`config.mk`:
```
export PLATFORM = sky130hd
export DESIGN_NAME = ble_tx_bit_serializer
export DESIGN_NICKNAME = d
export VERILOG_FILES = /design/src/rtl/ble_tx_bit_serializer_pkg.sv /design/src/rtl/ble_crc24_whiten.sv /design/src/rtl/ble_tx_bit_serializer.sv
export SDC_FILE = /design/constraint.sdc
export NUM_CORES = 1
export LEC_CHECK = 0
export ABC_CLOCK_PERIOD_IN_PS = 2900
export BUFFER_PORTS_ARGS = -buffer_cell sky130_fd_sc_hd__buf_4
export CAP_MARGIN = 0
export CORE_MARGIN = 5
export CORE_UTILIZATION = 36
export CTS_BUF_LIST = sky130_fd_sc_hd__clkbuf_2 sky130_fd_sc_hd__clkbuf_4 sky130_fd_sc_hd__clkbuf_8
export DETAILED_ROUTE_END_ITERATION = 7
export GPL_TIMING_DRIVEN = 0
export HOLD_SLACK_MARGIN = 0.1
export PLACE_DENSITY = 0.48
export SLEW_MARGIN = 10
export SYNTH_ARGS = -nofsm -noshare
export SYNTH_HDL_FRONTEND = slang
export SYNTH_HIERARCHICAL = 1
export SYNTH_SLANG_ARGS = --single-unit
export TNS_END_PERCENT = 100
```
`constraint.sdc`:
```
create_clock -name i_clk -period 2.9 [get_ports i_clk]
set_input_delay 0.145 -clock i_clk [delete_from_list [all_inputs] [get_ports i_clk]]
set_output_delay 0.145 -clock i_clk [all_outputs]
set_load 0.05 [all_outputs]
```
`src/rtl/ble_tx_bit_serializer_pkg.sv`:
```
// rtl/ble_tx_bit_serializer_pkg.sv - shared types and constants for the BLE TX bit serializer
// Purpose: state encoding, field lengths, CRC24 polynomial and CRC step helper.
// Ports: none (package).
package ble_tx_bit_serializer_pkg;

  typedef enum logic [2:0] {
    ST_IDLE,
    ST_PREAMBLE,
    ST_ACCESS,
    ST_PDU,
    ST_CRC
  } state_t;

  localparam logic [23:0] CRC24_POLY   = 24'h00065B;
  localparam int          PREAMBLE_LEN = 8;
  localparam int          AA_LEN       = 32;
  localparam int          CRC_LEN      = 24;
  localparam int          MAX_LEN_DEF  = 37;

  // Last bit index of each fixed field, sized for the 5-bit field counter.
  localparam logic [4:0] PRE_LAST = 5'(PREAMBLE_LEN - 1);
  localparam logic [4:0] AA_LAST  = 5'(AA_LEN - 1);
  localparam logic [4:0] CRC_LAST = 5'(CRC_LEN - 1);

  // One CRC24 LFSR step: feedback is the register MSB xor the incoming data bit.
  function automatic logic [23:0] crc24_next(input logic [23:0] crc, input logic din);
    logic fb;
    fb = crc[23] ^ din;
    return {crc[22:0], 1'b0} ^ (fb ? CRC24_POLY : 24'h000000);
  endfunction

endpackage

```
`src/rtl/ble_crc24_whiten.sv`:
```
// rtl/ble_crc24_whiten.sv - CRC24 and data whitening LFSRs for the BLE link layer
// Purpose: holds the CRC24 register and the x^7+x^4+1 whitening LFSR.
// Whitening LFSR is built only when BLE_WHITEN_EN is defined; otherwise the
// whitening outputs are constant 0.
// Ports:
//   i_clk, i_rst_n     clock, asynchronous active-low reset
//   i_load             preset CRC to CRC_INIT and LFSR to WHITEN_INIT
//   i_crc_step         advance CRC with i_crc_bit
//   i_crc_bit          unwhitened data bit fed to the CRC
//   i_wht_step         advance whitening LFSR one bit
//   o_crc              current CRC register
//   o_crc_msb_next     MSB the CRC would have after stepping with i_crc_bit
//   o_wht_bit          current whitening bit
//   o_wht_next         whitening bit after one more step
module ble_crc24_whiten
  import ble_tx_bit_serializer_pkg::*;
#(
  parameter logic [23:0] CRC_INIT    = 24'h555555,
  parameter logic [6:0]  WHITEN_INIT = 7'h65
) (
  input  logic        i_clk,
  input  logic        i_rst_n,
  input  logic        i_load,
  input  logic        i_crc_step,
  input  logic        i_crc_bit,
  input  logic        i_wht_step,
  output logic [23:0] o_crc,
  output logic        o_crc_msb_next,
  output logic        o_wht_bit,
  output logic        o_wht_next
);

  logic [23:0] r_crc;
  logic [23:0] w_crc_next;

  assign w_crc_next     = crc24_next(r_crc, i_crc_bit);
  assign o_crc          = r_crc;
  assign o_crc_msb_next = w_crc_next[23];

  always_ff @(posedge i_clk or negedge i_rst_n) begin
    if (!i_rst_n) begin
      r_crc <= 24'h000000;
    end else if (i_load) begin
      r_crc <= CRC_INIT;
    end else if (i_crc_step) begin
      r_crc <= w_crc_next;
    end
  end

`ifdef BLE_WHITEN_EN
  logic [6:0] r_lfsr;
  logic [6:0] w_lfsr_next;

  // Output tap is bit 6; it recirculates into bit 0 and is xored into bit 4.
  assign w_lfsr_next = {r_lfsr[5:4], r_lfsr[3] ^ r_lfsr[6], r_lfsr[2:0], r_lfsr[6]};
  assign o_wht_bit   = r_lfsr[6];
  assign o_wht_next  = w_lfsr_next[6];

  always_ff @(posedge i_clk or negedge i_rst_n) begin
    if (!i_rst_n) begin
      r_lfsr <= 7'h00;
    end else if (i_load) begin
      r_lfsr <= WHITEN_INIT;
    end else if (i_wht_step) begin
      r_lfsr <= w_lfsr_next;
    end
  end
`else
  logic w_unused_whiten;
  assign w_unused_whiten = ^{WHITEN_INIT, i_wht_step};
  assign o_wht_bit       = 1'b0;
  assign o_wht_next      = 1'b0;
`endif

endmodule

```
`src/rtl/ble_tx_bit_serializer.sv`:
```
// rtl/ble_tx_bit_serializer.sv - BLE link-layer packet to serial bit stream for the FSK modulator
// Purpose: sends preamble, access address, PDU and CRC24 one bit per i_sym_done.
// PDU and CRC are whitened when BLE_WHITEN_EN is defined.
// Ports:
//   i_clk, i_rst_n            clock, asynchronous active-low reset
//   i_tx_req, i_pdu_len       start pulse and PDU byte count (sampled in IDLE)
//   i_byte_data, i_byte_valid PDU byte source; o_byte_ready accepts a byte
//   i_sym_done                modulator pulse: current symbol ends
//   o_sym_val, o_mod_enable   bit and enable to the modulator
//   o_busy                    packet in progress
//   o_tx_done, o_tx_err       one-cycle completion / abort pulses
module ble_tx_bit_serializer
  import ble_tx_bit_serializer_pkg::*;
#(
  parameter logic [31:0] ACCESS_ADDR = 32'h8E89BED6,
  parameter logic [23:0] CRC_INIT    = 24'h555555,
  parameter logic [6:0]  WHITEN_INIT = 7'h65,
  parameter int          MAX_LEN     = MAX_LEN_DEF
) (
  input  logic       i_clk,
  input  logic       i_rst_n,
  input  logic       i_tx_req,
  input  logic [5:0] i_pdu_len,
  input  logic [7:0] i_byte_data,
  input  logic       i_byte_valid,
  output logic       o_byte_ready,
  input  logic       i_sym_done,
  output logic       o_sym_val,
  output logic       o_mod_enable,
  output logic       o_busy,
  output logic       o_tx_done,
  output logic       o_tx_err
);

  state_t      r_state;
  logic [4:0]  r_bit_cnt;
  logic [5:0]  r_byte_cnt;
  logic [5:0]  r_len;
  logic [5:0]  r_fetch_cnt;
  logic [7:0]  r_hold;
  logic        r_hold_vld;
  logic [7:0]  r_shift;
  logic        r_sym_val;
  logic        r_mod_en;
  logic        r_busy;
  logic        r_tx_done;
  logic        r_tx_err;

  logic        w_advance;
  logic        w_len_bad;
  logic        w_start;
  logic        w_byte_fire;
  logic        w_last_byte;
  logic [4:0]  w_crc_idx;
  logic [23:0] w_crc;
  logic        w_crc_msb_next;
  logic        w_wht_bit;
  logic        w_wht_next;

  assign w_advance   = i_sym_done && r_busy;
  assign w_len_bad   = (i_pdu_len == 6'd0) || (i_pdu_len > 6'(MAX_LEN));
  assign w_start     = (r_state == ST_IDLE) && i_tx_req && !w_len_bad;
  assign w_byte_fire = i_byte_valid && o_byte_ready;
  assign w_last_byte = (r_byte_cnt + 6'd1) == r_len;
  // Index of the CRC bit after the current one; only used while r_bit_cnt < CRC_LAST.
  assign w_crc_idx   = 5'd22 - r_bit_cnt;

  assign o_byte_ready = ((r_state == ST_ACCESS) || (r_state == ST_PDU)) &&
                        !r_hold_vld && (r_fetch_cnt != 6'd0);
  assign o_sym_val    = r_sym_val;
  assign o_mod_enable = r_mod_en;
  assign o_busy       = r_busy;
  assign o_tx_done    = r_tx_done;
  assign o_tx_err     = r_tx_err;

  ble_crc24_whiten #(
    .CRC_INIT   (CRC_INIT),
    .WHITEN_INIT(WHITEN_INIT)
  ) u_crc_whiten (
    .i_clk         (i_clk),
    .i_rst_n       (i_rst_n),
    .i_load        (w_start),
    .i_crc_step    (w_advance && (r_state == ST_PDU)),
    .i_crc_bit     (r_shift[0]),
    .i_wht_step    (w_advance && ((r_state == ST_PDU) || (r_state == ST_CRC))),
    .o_crc         (w_crc),
    .o_crc_msb_next(w_crc_msb_next),
    .o_wht_bit     (w_wht_bit),
    .o_wht_next    (w_wht_next)
  );

  always_ff @(posedge i_clk or negedge i_rst_n) begin
    if (!i_rst_n) begin
      r_state     <= ST_IDLE;
      r_bit_cnt   <= 5'd0;
      r_byte_cnt  <= 6'd0;
      r_len       <= 6'd0;
      r_fetch_cnt <= 6'd0;
      r_hold      <= 8'h00;
      r_hold_vld  <= 1'b0;
      r_shift     <= 8'h00;
      r_sym_val   <= 1'b0;
      r_mod_en    <= 1'b0;
      r_busy      <= 1'b0;
      r_tx_done   <= 1'b0;
      r_tx_err    <= 1'b0;
    end else begin
      r_tx_done <= 1'b0;
      r_tx_err  <= 1'b0;

      // Ready is only high with the holding register empty, so this never
      // collides with a consume that clears r_hold_vld below.
      if (w_byte_fire) begin
        r_hold      <= i_byte_data;
        r_hold_vld  <= 1'b1;
        r_fetch_cnt <= r_fetch_cnt - 6'd1;
      end

      case (r_state)
        ST_IDLE: begin
          if (i_tx_req) begin
            if (w_len_bad) begin
              r_tx_err <= 1'b1;
            end else begin
              r_len       <= i_pdu_len;
              r_fetch_cnt <= i_pdu_len;
              r_byte_cnt  <= 6'd0;
              r_bit_cnt   <= 5'd0;
              r_hold_vld  <= 1'b0;
              r_busy      <= 1'b1;
              r_mod_en    <= 1'b1;
              r_sym_val   <= ACCESS_ADDR[0];
              r_state     <= ST_PREAMBLE;
            end
          end
        end

        ST_PREAMBLE: begin
          if (w_advance) begin
            if (r_bit_cnt == PRE_LAST) begin
              r_bit_cnt <= 5'd0;
              r_sym_val <= ACCESS_ADDR[0];
              r_state   <= ST_ACCESS;
            end else begin
              r_bit_cnt <= r_bit_cnt + 5'd1;
              // Next preamble bit flips relative to the current index parity.
              r_sym_val <= ACCESS_ADDR[0] ^ ~r_bit_cnt[0];
            end
          end
        end

        ST_ACCESS, ST_PDU: begin
          if (w_advance) begin
            if ((r_state == ST_ACCESS) && (r_bit_cnt != AA_LAST)) begin
              r_bit_cnt <= r_bit_cnt + 5'd1;
              r_sym_val <= ACCESS_ADDR[r_bit_cnt + 5'd1];
            end else if ((r_state == ST_PDU) && (r_bit_cnt[2:0] != 3'd7)) begin
              r_bit_cnt <= r_bit_cnt + 5'd1;
              r_shift   <= r_shift >> 1;
              r_sym_val <= r_shift[1] ^ w_wht_next;
            end else if ((r_state == ST_PDU) && w_last_byte) begin
              r_bit_cnt <= 5'd0;
              r_sym_val <= w_crc_msb_next ^ w_wht_next;
              r_state   <= ST_CRC;
            end else if (r_hold_vld) begin
              // Byte boundary: the first PDU bit uses the unstepped whitener.
              r_shift    <= r_hold;
              r_hold_vld <= 1'b0;
              r_bit_cnt  <= 5'd0;
              r_byte_cnt <= (r_state == ST_ACCESS) ? 6'd0 : r_byte_cnt + 6'd1;
              r_sym_val  <= r_hold[0] ^ ((r_state == ST_ACCESS) ? w_wht_bit : w_wht_next);
              r_state    <= ST_PDU;
            end else begin
              r_tx_err  <= 1'b1;
              r_busy    <= 1'b0;
              r_mod_en  <= 1'b0;
              r_sym_val <= 1'b0;
              r_state   <= ST_IDLE;
            end
          end
        end

        ST_CRC: begin
          if (w_advance) begin
            if (r_bit_cnt == CRC_LAST) begin
              r_tx_done <= 1'b1;
              r_busy    <= 1'b0;
              r_mod_en  <= 1'b0;
              r_sym_val <= 1'b0;
              r_state   <= ST_IDLE;
            end else begin
              r_bit_cnt <= r_bit_cnt + 5'd1;
              r_sym_val <= w_crc[w_crc_idx] ^ w_wht_next;
            end
          end
        end

        default: r_state <= ST_IDLE;
      endcase
    end
  end

endmodule

```
; Word level (Yosys, flattened, before mapping)
; Memory sizes are Yosys's and may differ from the RTL's.
; Cells that the tools add are included.
; Widths: inputs -> output; s select.
[word_totals]
output_inout_bits = 6
mem_count = 1
elab_cells = 168
rom_bits = 32
register_bits = 71
in_bits = 19
[memory_table]
columns = name, words, word_bits, rd, rd_clocked_by_memory_dff, wr, line
row1 = (no name shown), 32, 1, 1, 0, 0, ble_tx_bit_serializer.sv:156  ; r_sym_val <= ACCESS_ADDR[r_bit_cnt + 5'd1];
[op_classes]
n_addsub = 4
reduce_logical = 30
order_cmp = 3
bitwise_logic = 5
muxes = 88
n_eq_ne = 24
[op_table]
columns = op, n
row1 = $mux 6, 12
row2 = $mux 5, 11
row3 = $mux 24, 2
row4 = $mux 1, 40
row5 = $mux 3, 10
row6 = $ne 2x2->1 const B, 13
row7 = $mux 8, 3
row8 = $xor 24x24->24, 1
row9 = $pmux 5 s4, 1
row10 = $reduce_and 8->1, 2
row11 = $lt 5x6->1 const B, 2
row12 = $pmux 3 s4, 1
row13 = $pmux 6 s2, 1
row14 = $mux 11, 1
row15 = $logic_and 1x1->1, 10
row16 = $ne 5x5->1 const B, 2
row17 = $reduce_and 10->1, 1
row18 = $reduce_and 9->1, 1
row19 = $add 6x1->6 const B, 1
row20 = $eq 3x2->1 const B, 2
row21 = $eq 6x6->1, 1
row22 = $gt 6x6->1 const B, 1
row23 = $logic_not 6->1, 1
row24 = $reduce_and 6->1, 1
row25 = 26 further kinds, 33

; Depth between registers and ports, before layout
; Gate-level depths: netlist of run 1.
[logic_depth]
word_depth = 12
ltp_mapped = 10

; Cells and area by module
; Netlist of run 1, hierarchy kept.
[by_module_without_submodules]
columns = mod, area_per_inst_um2, cells_per_inst, instances, seq_area_each_um2
row1 = ble_tx_bit_serializer, 3188.1, 334, 1, 1176.1
row2 = ble_crc24_whiten, 1079.8, 94, 1, 600.6

; Worst setup path before layout of run 1
; OpenSTA, ideal clock, no wires.
[synth_timing]
path_type = register to register
start = reg r_bit_cnt[0]
end = reg r_sym_val (netlist: o_sym_val)
arrival_ns = 2.366
t_required_ns = 2.805
setup_ns = 0.095
slack_ns = 0.438
path_stages_with_launch = 11
cell_sequence = dfrtp_1 clkbuf_1 inv_1 ha_1 buf_1 xnor2_1 a221oi_1 o32ai_1 a311oi_1 a41oi_1 o31ai_1
[synth_via]
elab_chain_len = 6
elab_cells_between_ends = 21
classes_between = add/sub: 2 / eq/ne: 4 / mux: 11 / bitwise: 1 / reduce/logical: 2 / memory: 1
[synth_lines]
columns = item, line
row1 = "start, declared", ble_tx_bit_serializer.sv:36  ; logic [4:0] r_bit_cnt;
row2 = "start signal, assigned", ble_tx_bit_serializer.sv:145  ; r_bit_cnt <= r_bit_cnt + 5'd1;
row3 = "start signal, assigned", ble_tx_bit_serializer.sv:155  ; r_bit_cnt <= r_bit_cnt + 5'd1;
row4 = "start signal, assigned", ble_tx_bit_serializer.sv:158  ; r_bit_cnt <= r_bit_cnt + 5'd1;
row5 = "$add 5x1->5, or another cell as far along", ble_tx_bit_serializer.sv:156
row6 = "$mem_v2 32x1, or another cell as far along", n/a
row7 = "$mux 1, on equally long branches", "ble_tx_bit_serializer.sv:156, ble_tx_bit_serializer.sv:157, ble_tx_bit_serializer.sv:193"
row8 = "$mux 1, on equally long branches", "ble_tx_bit_serializer.sv:154, ble_tx_bit_serializer.sv:185"
row9 = "$mux 1, on equally long branches", "ble_tx_bit_serializer.sv:153, ble_tx_bit_serializer.sv:184"
row10 = $pmux 1 s4 *, ble_tx_bit_serializer.sv:119  ; case (r_state)
row11 = "end signal, assigned", ble_tx_bit_serializer.sv:156
row12 = "end signal, assigned", ble_tx_bit_serializer.sv:160  ; r_sym_val <= r_shift[1] ^ w_wht_next;
row13 = "end signal, assigned", ble_tx_bit_serializer.sv:163  ; r_sym_val <= w_crc_msb_next ^ w_wht_next;
row14 = "end, declared", ble_tx_bit_serializer.sv:43  ; logic r_sym_val;
; Mark *: on every way between the ends. The rest lies on a longest branch, timed or not. The select of a mux whose other input is x is not followed.
; A chain may end at the register's enable or synchronous reset.

; Worst setup path in the final report of run 1
[layout_timing]
start = reg r_state[0]
end = reg u_crc_whiten.r_crc[4] (netlist: u_crc_whiten/o_crc[4])
[layout_via]
elab_chain_len = 4
elab_cells_between_ends = 7
classes_between = eq/ne: 1 / mux: 1 / reduce/logical: 5
[layout_lines]
columns = item, line
row1 = "start, declared", ble_tx_bit_serializer.sv:35  ; state_t r_state;
row2 = "start signal, assigned", ble_tx_bit_serializer.sv:94  ; r_state <= ST_IDLE;
row3 = "start signal, assigned", ble_tx_bit_serializer.sv:133  ; r_state <= ST_PREAMBLE;
row4 = "start signal, assigned", ble_tx_bit_serializer.sv:143  ; r_state <= ST_ACCESS;
row5 = $logic_not 3->1 *, ble_tx_bit_serializer.sv:62  ; assign w_start = (r_state == ST_IDLE) && i_tx_req && !w_len_bad;
row6 = $logic_and 1x1->1 * (2 in a row), ble_tx_bit_serializer.sv:62
row7 = via w_start, ble_tx_bit_serializer.sv:51  ; logic w_start;
row8 = $mux 24 / $reduce_bool 2->1 (equally long branches), n/a
row9 = "end signal, assigned", ble_crc24_whiten.sv:46  ; r_crc <= w_crc_next;
row10 = "end, declared", ble_crc24_whiten.sv:33  ; logic [23:0] r_crc;
; Mark *: on every way through the listed nets, which the timed path passes. The rest lies on a longest branch.

==> results.md, run 1 <==
* Die width at approximately 120 um
* DRC at 0
* Global route overflow at 0
* Worst Path Required at 3.16 ns
* Slew @ Worst Pin at 0.9076 ns
* Reg2Reg Depth at 9
* Storage element area at 1777 um^2
* Final hold vios at 0
* Worst path slowest cell: dfrtp_1
* Die Y at 118.8 um
* Number of clock sinks at 71
* Die area at roughly 14000 um^2
* CP cell instances: clkbuf_1, nor2_2, nand3_2, inv_1, clkbuf_2, clkbuf_1, clkbuf_2, a21oi_1, o21ai_0
* Nets at 506
* Hold wc startpoint: i_tx_req
* Clock slew at reported path FFs at roughly 0.080 ns
* Post-Syn Area per Cell at ~10 um^2
* Largest net degree at the start of global routing at 72
* Reg2reg start: r_state[0]
* Routed length per instance at 16.43 um
* Leakage at 2.375 nW
* Post-Syn Area at 4259 um^2
* Vias/cell at approximately 5.3
* Final design utilization at 43.65%
* Multi-input gate area in the final layout at 2328 um^2
* Dpl ws at -0.4076 ns
* PortBufs at 24
* Area of the core at 11520 um^2
* CP Data Arrival Time at 2.95 ns
* Post-route ant nets at 0
* Pwr Density at 473.6 nW/um^2
* Worst setup path start: r_state[0]
* Crit start category: register
* Layout cells sized above 1 at 20.75%
* Root buffer cell: clkbuf_8
* Reg2Reg Setup Slack at 0.21 ns
* Final number of setup-violating endpoints at 0
* Num CTS Buffers at 9
* Final count of pins violating max slew at 0
* Setup slack after layout at between 0.2 and 0.25 ns
* Cell Rows at 39
* GPL Wtd Cong at 0.8242
* Hold WS at between 0.2 and 0.25 ns
* Vias in the first global route at 3468
* Initial antenna violation count at 0
* Hold Crit Class: in -> reg
* Setup_tns at 0 ns
* CP endpoint: u_crc_whiten/o_crc[4]
* Period utilisation layout at 92.62%
* Worst R2R End: u_crc_whiten/o_crc[4]
* Drt pass-1 iters at 4
* HPWL Detailed at 7229 um
* Critical path's largest stage delay at 0.43 ns
* Fillers at 1159
* Initial DRC count at 143
* TritonCTS clock tree: yes
* Initial Utilization at 36.98%
* Crit Path Category: reg -> reg
* F_max at roughly 0.37 GHz
* Max cap viols at 0
* DR vias at 3316
* Relative slew slack at just under 40%
* Post-Layout Cell Count at 625
* Ant diodes at 0
* Post-Syn Instances at 426
* Maximum fanout along the worst path at 12
* Minimum clock period at 2.686 ns
* Clock Skew at 0.006682 ns
* Synth Warn # at 6
* Skew-Pair Late Insertion Delay at 0.35 ns
* Clock buffer depth at 2
* Aggregate global-route resource usage at 15.41%
* Critical path endpoint category: register
* Area growth, synth to finish at 18.04%
* First-pass GRT wire length at 17680 um
* Status: finished clean
* Placed Cells at approximately 590
* Routed WL at 10270 um
* RSZ-0062 raised after global routing: yes
* Top-Level Pins at 25
* H-tree levels at 3
* Worst vdd ir at 0.2660 mV
[per-stage QoR]
| stage | power (mW) | area, um^2 |
|---|---|---|
| 2_1_floorplan | 1.403 | 4263 |
| 5_1_grt | 2.533 | 5027 |
| 6_report | 2.381 | 5027 |
| 4_1_cts | 2.431 | 4999 |
| 3_5_place_dp | 1.504 | 4622 |
| 3_3_place_gp | 1.497 | 4622 |
[how the worst min path moves through the flow]
stage / end / slack [ns] / cells past startpoint
floorplan: o_busy / -0.15 / 0
global placement: r_byte_cnt[5] / 0.35 / 1
detailed placement: r_byte_cnt[5] / 0.35 / 1
CTS: o_tx_err / 0.19 / 4
global route: o_tx_err / 0.22 / 4
finish: o_tx_err / 0.23 / 4
[worst max-delay path, delay by kind of cell (launching register included)]
| kind | cells | cell delay (ns) |
|---|---|---|
| buf+inv | 5 | 1.43 |
| simple gates | 2 | 0.59 |
| flops | 1 | 0.43 |
| compound gates | 2 | 0.14 |
[where the power goes]
group          internal (mW)  switching (mW)
clock network          0.485           0.400
logic                  0.192           0.151
registers               1.09          0.0647
[layout make-up]
| type | count | share of cell area (%) |
|---|---|---|
| clock inverters | 6 | 1.867 |
| flip-flops and latches | 71 | 35.34 |
| multi-input cells | 315 | 46.32 |
| well taps | 143 | 3.559 |
| plain buffers | 22 | 2.315 |
| inverters | 19 | 1.419 |
| repair buffers | 40 | 6.720 |
| clock buffers | 9 | 2.464 |
[cells in the final DEF, fill, tap and decap left out, types with 3 or more instances in the layout]
cell	count
a211o_1	9
a211oi_1	3
a21o_1	5
a21oi_1	15
a31oi_1	6
and2_1	3
and3_1	6
buf_2	8
buf_4	29
clkbuf_1	4
clkbuf_2	4
clkbuf_8	9
dfrtp_1	71
dlygate4sd3_1	15
ha_1	9
inv_1	19
mux2_2	24
mux2i_1	17
mux4_2	5
nand2_1	48
nand2b_1	5
nand3_1	6
nand4b_1	6
nor2_1	25
nor2_2	3
nor2b_1	16
nor3_1	8
nor4_1	4
o211a_1	3
o211ai_1	4
o21ai_0	18
xnor2_1	14
xor2_1	7
[repair_timing]
item / 4_1_cts / 5_1_grt
gates resized for setup: 6 / 6
hold buffers: 15 / 0
setup endpoints to repair: 24 / 33
setup buffers: 0 / 1
endpoints found under the hold margin: 91 / 0
pin swaps: 0 / 1
cloned: 0 / 0
[state kept, by name, indices dropped and copies added (netlist names)]
register,cells
r_shift,8
r_len,6
u_crc_whiten/o_crc,24
r_fetch_cnt,6
o_sym_val,1
r_hold_vld,1
o_tx_done,1
o_busy,1
r_state,3
o_tx_err,1
r_hold,8
r_bit_cnt,5
r_byte_cnt,6
[routing by layer]
metal	wire length [um]	GRT usage [%]
met1	5118	21.87
met5	0	0
met3	304	2.483
met4	131	5.214
met2	4715	23.98
Power figures use the tool's default switching activity.
==> inputs of run 2 (changes only) <==
ABC_AREA = 1   (was default)
==> run 2 against run 1 <==
Cell area down 3.1%. Worst hold slack worse by 0.026 ns. Non-clock buffer count decreased by 7. Clock power hardly changed. Combinational power rose to 6.2 times the previous value. Global-route usage is 0.48 points higher. Utilization shrank 0.82 points. Register-to-register slack gained 0.16 ns. Highest routed layer unchanged.
==> results.md, run 2 <==
* Crit Path Category: reg -> reg
* Commonest non-fill, non-tap cell in the layout: nand2_1
* Post-Layout Cell Count at between 700 and 800
* Critical path's largest stage delay at 0.48 ns
* Top-Level Pins at 25
* Cts repair resizes at 0
* Maximum fanout along the worst path at 11
* Clock slew at reported path FFs at ~0.07 ns
* H-tree levels at 3
* Met3 Resource Use GR at 4.936%
* Global route overflow at 0
* Final count of pins violating max slew at 0
* Relative slew slack at 37.56%
* CP Data Arrival Time at 2.83 ns
* Gr busiest metal: met2
* Max reg flops at 24
* Drt pass-1 iters at 4
* Hold Crit Class: in -> reg
* Largest net degree at the start of global routing at between 70 and 80
* Max cap viols at 0
* Worst path slowest cell: dfrtp_1
* Clock buffer depth at 2
* Cell mode on critical path: nand2_1
* Post-Syn Instances at 549
* Root buffer cell: clkbuf_8
* Crit start category: register
* Number of clock sinks at around 70
* GRT met2 Usage at 25.38%
* Reg2reg start: r_bit_cnt[0]
* Worst Path Required at roughly 3.2 ns
* Commonest cells after routing, fill and taps aside: 157 x nand2_1, 74 x inv_1, 71 x dfrtp_1
* Worst setup path start: r_bit_cnt[0]
* Initial antenna violation count at 0
* Minimum clock period at 2.529 ns
* Die area at 13750 um^2
* Buf/Inv on CP at 5
* DR vias at 3599
* Placed Cells at around 720
* Nets at 628
* Final hold vios at 0
* F_max at 0.3954 GHz
* TritonCTS clock tree: yes
* CP cell instances: inv_2, buf_2, ha_1, buf_2, inv_1, o21ai_0, o21ai_0, o211ai_1, nand3_1, nand2_1, o21ai_0, inv_1, nand2_1, nand2_1, nand2_1
* Skew-Pair Late Insertion Delay at 0.36 ns
* Leakage at approximately 2.4 nW
* Post-Syn Area at 4140 um^2
* Die width at roughly 120 um
* Kind of cell adding the most delay to the critical path: buffers and inverters
* Critical path endpoint category: register
* Ant diodes at 0
* Status: finished clean
* Vias/cell at around 4.8
* Routed WL at 10020 um
* Vias in the first global route at 3460
* Routed length per instance at 13.39 um
* Layout cells sized above 1 at 15.21%
* Initial Utilization at around 36%
* Cell Rows at 39
* Num CTS Buffers at 9
* Post-Syn Area per Cell at 7.541 um^2
* Post-route ant nets at 0
* RSZ-0062 raised after global routing: no
* Hold wc startpoint: i_sym_done
* Area growth, synth to finish at 17.62%
* HPWL Detailed at 7368 um
* Slew @ Worst Pin at 0.9366 ns
* Clock Skew at 0.006511 ns
* Setup repair bufs after CTS at 0
* Final design utilization at between 40% and 50%
* Worst vdd ir at 0.4713 mV
* First-pass GRT wire length at 16790 um
* # hold bufs at CTS at 15
* Met1 usage in global routing at 20.76%
* Initial DRC count at 138
* Final number of setup-violating endpoints at 0
* Synth Warn # at 6
* Aggregate global-route resource usage at 15.90%
* Area of the core at 11370 um^2
* PortBufs at 24
* Die Y at 117.2 um
* DRC at 0
* Setup_tns at 0 ns
* Period utilisation layout at 87.21%
* GPL Wtd Cong at 0.8104
* Pwr Density at 971.1 nW/um^2
==> run 2: area by class of cell <==
cell class / instances / area [um^2]
Sequential cell: 71 / 1777
Inverter: 87 / 326.6
Timing Repair Buffer: 39 / 330.3
Multi-Input combinational cell: 376 / 1927
Buffer: 16 / 113.9
Clock buffer: 10 / 131.4
Fill cell: 1200 / 6500
Clock inverter: 6 / 85.08
Tap cell: 143 / 178.9
==> run 2: report_power, final <==
part           internal (mW)  switching, mW
Sequential              1.40          0.308
Combinational          0.768           1.37
Clock                  0.490          0.392
==> run 2: per-stage QoR <==
step | area (um^2) | setup WS, ns | hold slack [ns] | total power, mW
final | 4870 | 0.3709 | 0.2063 | 4.729
after global routing | 4870 | 0.08887 | 0.1936 | 5.195
after CTS | 4870 | 0.3264 | 0.1772 | 4.801
after detailed placement | 4503 | 0.3442 | 0.3432 | 3.872
after global placement | 4503 | 0.3305 | 0.3406 | 3.853
after floorplan | 4144 | 0.7986 | -0.1506 | 3.306
==> run 2: routing by layer <==
metal	vias up	wire, um
li1	1870	-
met1	1679	4930
met2	43	4609
met3	7	389
met4	0	89
met5	-	0
==> run 2: worst paths after layout <==
path | end | slack [ns] | cells past startpoint
setup / recovery | o_sym_val | 0.37 | 15
hold / removal | o_tx_done | 0.21 | 3
setup reg to reg | o_sym_val | 0.37 | 15
hold reg to reg | o_sym_val | 0.49 | 2
max in group asynchronous | u_crc_whiten/o_crc[8] | 1.82 | 2
min in group asynchronous | r_byte_cnt[3] | 0.45 | 2
==> run 2: tightest hold or removal path, stage by stage <==
cell and delay [ns]:
buf_4 0.11, nand2_1 0.18, nor3_1 0.10
